**config.mk**
```make
export PLATFORM = sky130hd
export DESIGN_NAME = booth_seq_multiplier
export DESIGN_NICKNAME = d
export VERILOG_FILES = /design/src/rtl/mult_pkg.sv /design/src/rtl/booth_radix4_enc.sv /design/src/rtl/booth_seq_multiplier.sv
export SDC_FILE = /design/constraint.sdc
export NUM_CORES = 1
export LEC_CHECK = 0
export ABC_CLOCK_PERIOD_IN_PS = 5100
export CAP_MARGIN = 25
export CORE_UTILIZATION = 35
export DETAILED_ROUTE_END_ITERATION = 6
export SYNTH_ARGS = -nofsm -noshare
export SYNTH_HDL_FRONTEND = slang
export SYNTH_SLANG_ARGS = --single-unit
```
**constraint.sdc**
```tcl
create_clock -name clk -period 5.1 [get_ports clk]
set_input_delay 1.02 -clock clk [delete_from_list [all_inputs] [get_ports clk]]
set_output_delay 1.02 -clock clk [all_outputs]
set_load 0.02 [all_outputs]
```
**src/rtl/mult_pkg.sv**
```systemverilog
// Shared types and helpers for the sequential radix-4 Booth multiplier.
package mult_pkg;

  typedef enum logic [1:0] {
    IDLE,
    RUN,
    DONE
  } state_e;

  typedef enum logic [2:0] {
    ZERO,
    ADD1,
    ADD2,
    SUB1,
    SUB2
  } booth_op_e;

  // Width of the iteration counter that walks WIDTH/2 radix-4 digits.
  function automatic int cnt_width(input int width);
    return (width / 2 > 1) ? $clog2(width / 2) : 1;
  endfunction

endpackage

```
**src/rtl/booth_radix4_enc.sv**
```systemverilog
// Combinational radix-4 Booth digit encoder: maps a 3-bit multiplier window
// to an operation and the matching sign-extended WIDTH+2-bit partial product.
module booth_radix4_enc
  import mult_pkg::*;
#(
  parameter int WIDTH = 32
) (
  input  logic [2:0]       window,
  input  logic [WIDTH-1:0] m,
  output booth_op_e        op,
  output logic [WIDTH+1:0] pp
);

  logic [WIDTH+1:0] m1;
  logic [WIDTH+1:0] m2;

  always_comb begin
    op = ZERO;
    pp = '0;
    m1 = {{2{m[WIDTH-1]}}, m};
    m2 = {m[WIDTH-1], m, 1'b0};

    case (window)
      3'b001, 3'b010: op = ADD1;
      3'b011:         op = ADD2;
      3'b100:         op = SUB2;
      3'b101, 3'b110: op = SUB1;
      default:        op = ZERO;
    endcase

    case (op)
      ADD1:    pp = m1;
      ADD2:    pp = m2;
      SUB1:    pp = -m1;
      SUB2:    pp = -m2;
      default: pp = '0;
    endcase
  end

endmodule

```
**src/rtl/booth_seq_multiplier.sv**
```systemverilog
// Sequential radix-4 Booth signed multiplier, WIDTH/2 iterations per product.
// Optional overflow flag output is enabled by defining BOOTH_MULT_OVF_EN.
module booth_seq_multiplier
  import mult_pkg::*;
#(
  parameter int WIDTH = 32
) (
  input  logic                 clk,
  input  logic                 res,
  input  logic                 start,
  input  logic [WIDTH-1:0]     a,
  input  logic [WIDTH-1:0]     b,
  output logic                 busy,
  output logic                 done,
  output logic [2*WIDTH-1:0]   product
`ifdef BOOTH_MULT_OVF_EN
  ,
  output logic                 ovf
`endif
);

  localparam int CW = cnt_width(WIDTH);
  localparam logic [CW-1:0] LAST_CNT = CW'(WIDTH / 2 - 1);

  state_e             state_q, state_d;
  logic [CW-1:0]      cnt_q, cnt_d;
  logic [WIDTH-1:0]   m_q, m_d;
  logic [WIDTH-1:0]   mpl_q, mpl_d;
  logic [WIDTH+1:0]   acc_q, acc_d;
  logic               qm1_q, qm1_d;
  logic [2*WIDTH-1:0] product_q, product_d;
  logic               busy_q, busy_d;
  logic               done_q, done_d;
  logic [WIDTH+1:0]   sum;
  logic [WIDTH+1:0]   pp;
  booth_op_e          op;

  booth_radix4_enc #(.WIDTH(WIDTH)) u_enc (
    .window (({mpl_q[1:0], qm1_q})),
    .m      (m_q),
    .op     (op),
    .pp     (pp)
  );

`ifdef BOOTH_MULT_OVF_EN
  logic ovf_q, ovf_d;
`endif

  always_comb begin
    state_d   = state_q;
    cnt_d     = cnt_q;
    m_d       = m_q;
    mpl_d     = mpl_q;
    acc_d     = acc_q;
    qm1_d     = qm1_q;
    product_d = product_q;
`ifdef BOOTH_MULT_OVF_EN
    ovf_d     = ovf_q;
`endif
    sum       = (op == ZERO) ? acc_q : acc_q + pp;

    case (state_q)
      IDLE: begin
        if (start) begin
          state_d = RUN;
          m_d     = a;
          mpl_d   = b;
          acc_d   = '0;
          qm1_d   = 1'b0;
          cnt_d   = '0;
        end
      end
      RUN: begin
        // Arithmetic shift of {acc, multiplier, q(-1)} right by one radix-4 digit.
        acc_d = {{2{sum[WIDTH+1]}}, sum[WIDTH+1:2]};
        mpl_d = {sum[1:0], mpl_q[WIDTH-1:2]};
        qm1_d = mpl_q[1];
        cnt_d = cnt_q + CW'(1);
        if (cnt_q == LAST_CNT) begin
          state_d   = DONE;
          product_d = {acc_d[WIDTH-1:0], mpl_d};
`ifdef BOOTH_MULT_OVF_EN
          // Fits in WIDTH signed bits only if the top WIDTH+1 bits are all equal.
          ovf_d = ~((&product_d[2*WIDTH-1:WIDTH-1]) | ~(|product_d[2*WIDTH-1:WIDTH-1]));
`endif
        end
      end
      DONE: begin
        state_d = IDLE;
      end
      default: begin
        state_d = IDLE;
      end
    endcase

    busy_d = (state_d != IDLE);
    done_d = (state_d == DONE);
  end

  always_ff @(posedge clk or negedge res) begin
    if (!res) begin
      state_q   <= IDLE;
      cnt_q     <= '0;
      m_q       <= '0;
      mpl_q     <= '0;
      acc_q     <= '0;
      qm1_q     <= 1'b0;
      product_q <= '0;
      busy_q    <= 1'b0;
      done_q    <= 1'b0;
`ifdef BOOTH_MULT_OVF_EN
      ovf_q     <= 1'b0;
`endif
    end else begin
      state_q   <= state_d;
      cnt_q     <= cnt_d;
      m_q       <= m_d;
      mpl_q     <= mpl_d;
      acc_q     <= acc_d;
      qm1_q     <= qm1_d;
      product_q <= product_d;
      busy_q    <= busy_d;
      done_q    <= done_d;
`ifdef BOOTH_MULT_OVF_EN
      ovf_q     <= ovf_d;
`endif
    end
  end

  assign busy    = busy_q;
  assign done    = done_q;
  assign product = product_q;
`ifdef BOOTH_MULT_OVF_EN
  assign ovf     = ovf_q;
`endif

endmodule

```
Word level (Yosys, flattened, before mapping)
Index checks and enable logic that the tools add are counted.

$add $sub $neg: 4. Equal/unequal tests: 14. Multiplexer cells: 14. Reductions and logical operators: 9.

Operators with widths (number): 34-bit case mux with 4 select lines (1); 34-bit 2-to-1 mux (2); 34-bit negation (2); 34-bit case mux with 2 select lines (1); 32-bit case mux with 2 select lines (1); 34-bit adder (1); 32-bit 2-to-1 mux (1); 3-bit by 2-bit equality test with 1-bit output, second input constant (4); 3-bit equality test, second input constant (4); 3-bit case mux with 4 select lines (1); 4-bit case mux with 2 select lines (1); 3-bit by 1-bit equality test with 1-bit output, second input constant (2); 2-bit AND reduction (3); 4-bit by 1-bit adder with 4-bit output, second input constant (1); 4-bit equality test, second input constant (1); 2-bit 2-to-1 mux (2); 4-bit 2-to-1 mux (1); 2-bit case mux with 2 select lines (1); 2-bit nonzero test (2); 2-bit OR reduction (2); 3-bit zero test (1); 2-bit by 1-bit equality test with 1-bit output, second input constant (1); 2-bit equality test, second input constant (1); 2-bit zero test (1); 3 further kinds (3).

Bits in registers: 171. Output and inout bits: 66. Word-level logic and storage cells: 50.

Depth between registers and ports, before layout
Gate-level depths: netlist of the first run.

Depth in word-level cells: 8. Depth in mapped cells: 23.

Hierarchy
A second synthesis of the first run with hierarchy kept.

Cells, all modules: 1226. Area total of the unflattened synthesis: 10800.4 sq um.

Modules (own cells, without submodules): booth_seq_multiplier (times used 1, cells each 876, area an instance 8557.0 sq um, seq. area each 4229.1 sq um); booth_radix4_enc (times used 1, cells each 350, area an instance 2243.4 sq um, seq. area each 0.0 sq um).

Worst setup path after synthesis of the first run
No wires, ideal clock.

Path type: register to register. Start: register m_q[0]. End: register product_q[61] (netlist: product[61]). Library setup time: 0.088 ns. Arrival time: 4.539 ns. Required time: 5.012 ns. Slack: 0.472 ns. Cell stages (with the launch flop): 20. Clock period less this slack: 4.628 ns. Cell sequence: dfrtp_1 -> inv_1 -> ha_1 -> or4b_1 -> or4_1 -> or3_1 -> o21ai_0 -> a21oi_1 -> o311ai_0 -> ha_1 -> a21o_1 -> a31o_1 -> a22oi_1 -> nand4_1 -> a41oi_1 -> o21bai_1 -> a21oi_1 -> o21ai_0 -> o41a_1 -> a41oi_1.

Longest elaborated chain between the ends: 4.

RTL lines: start, declared (RTL line booth_seq_multiplier.sv:27) `logic [WIDTH-1:0] m_q, m_d;`; start signal, assigned (RTL line booth_seq_multiplier.sv:117) `m_q <= m_d;`; 34-bit negation, on equally long branches (RTL line booth_radix4_enc.sv:34, booth_radix4_enc.sv:35); 34-bit case mux with 4 select lines (*) (RTL line booth_radix4_enc.sv:31) `case (op)`; 34-bit adder (*) (RTL line booth_seq_multiplier.sv:60) `sum = (op == ZERO) ? acc_q : acc_q + pp;`; 34-bit 2-to-1 mux (*) (RTL line booth_seq_multiplier.sv:60); end signal, assigned (RTL line booth_seq_multiplier.sv:121) `product_q <= product_d;`; end, declared (RTL line booth_seq_multiplier.sv:31) `logic [2*WIDTH-1:0] product_q, product_d;`.

Every way passes the cells marked *; elsewhere a longest branch is shown, timed or not. A chain may end at the register's enable or synchronous reset.

Worst setup path after layout of the first run
Start: register m_q[0]. End: register product_q[62] (netlist: product[62]).

The elaborated chain is that of the path after synthesis.

==> reports/results.txt, run 1 <==
Status = completed
Synth cell count leaders = 231 x nand2_1, 169 x dfrtp_1, 121 x o21ai_0
Synth Area in XOR/XNOR = 4.05%
Syn-to-layout area delta = 26.3%
Fin cells = 1,753
Achievable Freq = 0.210 GHz
Critical path class = register to register
Hold depth = 2
Cell taking the most area after synthesis = dfrtp_1
Max Cap Viol = 0
Post-synth EDFFs = 0
Crit share post-route = 93.6%
Synthesized flop and latch total = 169
Core Area = 28,900 um^2
Main combinational cell family by area after synthesis = compound AO/OA/AOI/OAI gates
Mapped Nets = 1,332
Crit start category = register
Adder-Cell Fraction of Synth Area = 4.90%
Placed cells = 1,715
Post-layout min period = 4770 ps
Worst-Skew Late Latency = 440 ps
Mux contribution to synthesized area = 4.72%
Synth top area cells = dfrtp_1 41%, nand2_1 8.4%, o21ai_0 5.8%, ha_1 4.7%, a21oi_1 4.5%
Routed Antenna Nets = 0
Port buffer count = 132
Total gr overflow = 0
Path category of the worst min-delay check = register to register
Critical Path RT = 5410 ps
Vias in the first global route = 8,987
Setup TNS = 0 ps
Yosys top cell area share = 40.8%
Relative slew slack = 34.9%
Die W = 174 um
Ports = 133
Post-route DRC = 0
Avg Inst Size Synth = 8.47 um^2
Root buffer cell = clkbuf_16
Setup ws final = 328 ps
Starting density of the core = 35.8%
Pin count of the biggest net entering global routing = 100
Std-Cell Rows = 62
Die area = 30,300 um^2
Synth async-reset ratio = 100%
CTS tree = yes
Max H-tree Level = 4
DR vias = 9,462
Clock sink total = 169
CTS Buf Count = 17
Final GP Congestion = 0.922
Layout cells sized above 1 = 11.5%
Initial antenna violation count = 1
Critical-path maximum fanout = 5
Final setup skew = 21.0 ps
Worst hold slack = 473 ps
Routed wire length = 29,900 um
Tot GR Track Use = 20.0%
First-pass GRT wire length = 48,600 um
Crit end category = register
Setup-violating endpoint count in the final report = 0
Mapped Cells = 1,225
Vias per std cell = 5.40
Ys flop type = dfrtp_1
Pre-CTS WS = -109 ps
Syn Std Cell Area = 10,400 um^2
Die outline height = 174 um
Syn. warnings = 0
Compound-Gate Fraction of Synth Area = 22.5%
Yosys cell types = 68
Reg2reg path depth = 21
Nets = 1,462
Initial DRC count = 801
Count leader, synth = nand2_1
Max Transition Viols Final = 0
Clock Pin Slew Worst Setup and Hold Paths = 80 ps
Drt pass-1 iters = 6
Drt wl/cell = 17.0 um
Max clock buf depth = 2
Worst slew pin tran = 966 ps
Final Hold Violating Endpoints = 0
Critical path arrival = 5080 ps
Synth Area in Simple Gates = 19.6%
Detailed placement HPWL = 21,200 um
Register area share after synthesis = 40.8%
[cells in the final DEF (no fill, tap or decap), drive strengths merged, types with 10 or more instances in the layout]
cell type / n
o22ai: 12
a21o: 18
nor2: 76
xor2: 18
buf: 60
nor3: 23
nand2: 231
a21oi: 94
o21bai: 10
nor2b: 37
a22o: 11
a22oi: 37
or3: 14
mux2i: 14
mux2: 31
inv: 21
nand3: 18
ha: 39
clkbuf: 17
xnor2: 30
clkdlybuf4s50: 131
o21ai: 144
dfrtp: 169
[cells by family (layout without fill, tap and decap cells)]
logic type	after synthesis	after routing
muxes	45	45
AOI/OAI and AO/OA	383	383
and+or+nand+nor	445	445
DFF	169	169
xor gates and xnor gates	48	48
other	0	1
buffers and inverters	95	238
adders and majority gates	40	40
[per-stage QoR]
stage	cell area, um^2	util (%)
after floorplan	10400	-
after global placement	12300	42.6
after detailed placement	12300	42.6
after CTS	13000	44.8
after global routing	13100	45.3
final	13100	45.3
[worst max-delay path: stages (launching register included)]
cell and delay (ps):
dfrtp_1 380, inv_1 120, ha_4 170, or4b_4 510, nor2_2 120, inv_1 100, or4_4 450, or3_1 340
o21ai_1 120, nand2_1 60, o311ai_0 140, ha_1 270, nand4_1 140, or2_4 300, nor4b_4 250, or2_4 200
nand3_1 70, o311a_1 150, a21oi_2 170, mux2i_1 200, o211ai_1 120, mux2_2 280
[layout make-up]
type,instances,area [um^2]
sequential,169,4230
clock buffer,17,425
timing repair buffer,191,1800
fill,2823,15800
tap,384,480
inverter,15,56.3
antenna,1,2.50
clock inverter,15,191
multi-input combinational,961,5910
[flip-flops by register name (all words and copies together) (netlist names)]
signal   flops
acc_q       32
busy         1
cnt_q        4
done         1
m_q         32
mpl_q       32
product     64
qm1_q        1
state_q      2
[layer usage]
metal	up-vias	track usage, %	share of wire (%)
met5	-	0	0
met4	0	5.23	1.5
met3	40	3.15	5.3
met2	292	30.0	43
met1	4517	29.8	50
li1	4613	-	-
[timing repair]
action                     CTS  global route
setup endpoints to repair    2            22
pin swaps                    2             7
buffers inserted             2             2
gates resized for setup      2            23
hold buffers                 0             0
[final timing paths]
kind | start | end | slack [ps]
hold / removal | product[27] | product[27] | 470
setup reg to reg | m_q[0] | product[62] | 330
max in group asynchronous | res | product[10] | 3500
min in group asynchronous | res | m_q[6] | 670
setup / recovery | m_q[0] | product[62] | 330
hold reg to reg | product[27] | product[27] | 470
Power of run 1 is left out: the tool's default activity adds up to more than one toggle a clock period on the data nets, which glitch-free logic cannot reach.
==> inputs of run 2 (changes only) <==
Settings changed: HOLD_SLACK_MARGIN from default to 0.05.
==> results of run 2 <==
No change in the layout: final DEF, timing and power equal those of run 1.
Power of run 2 is left out for the same reason.
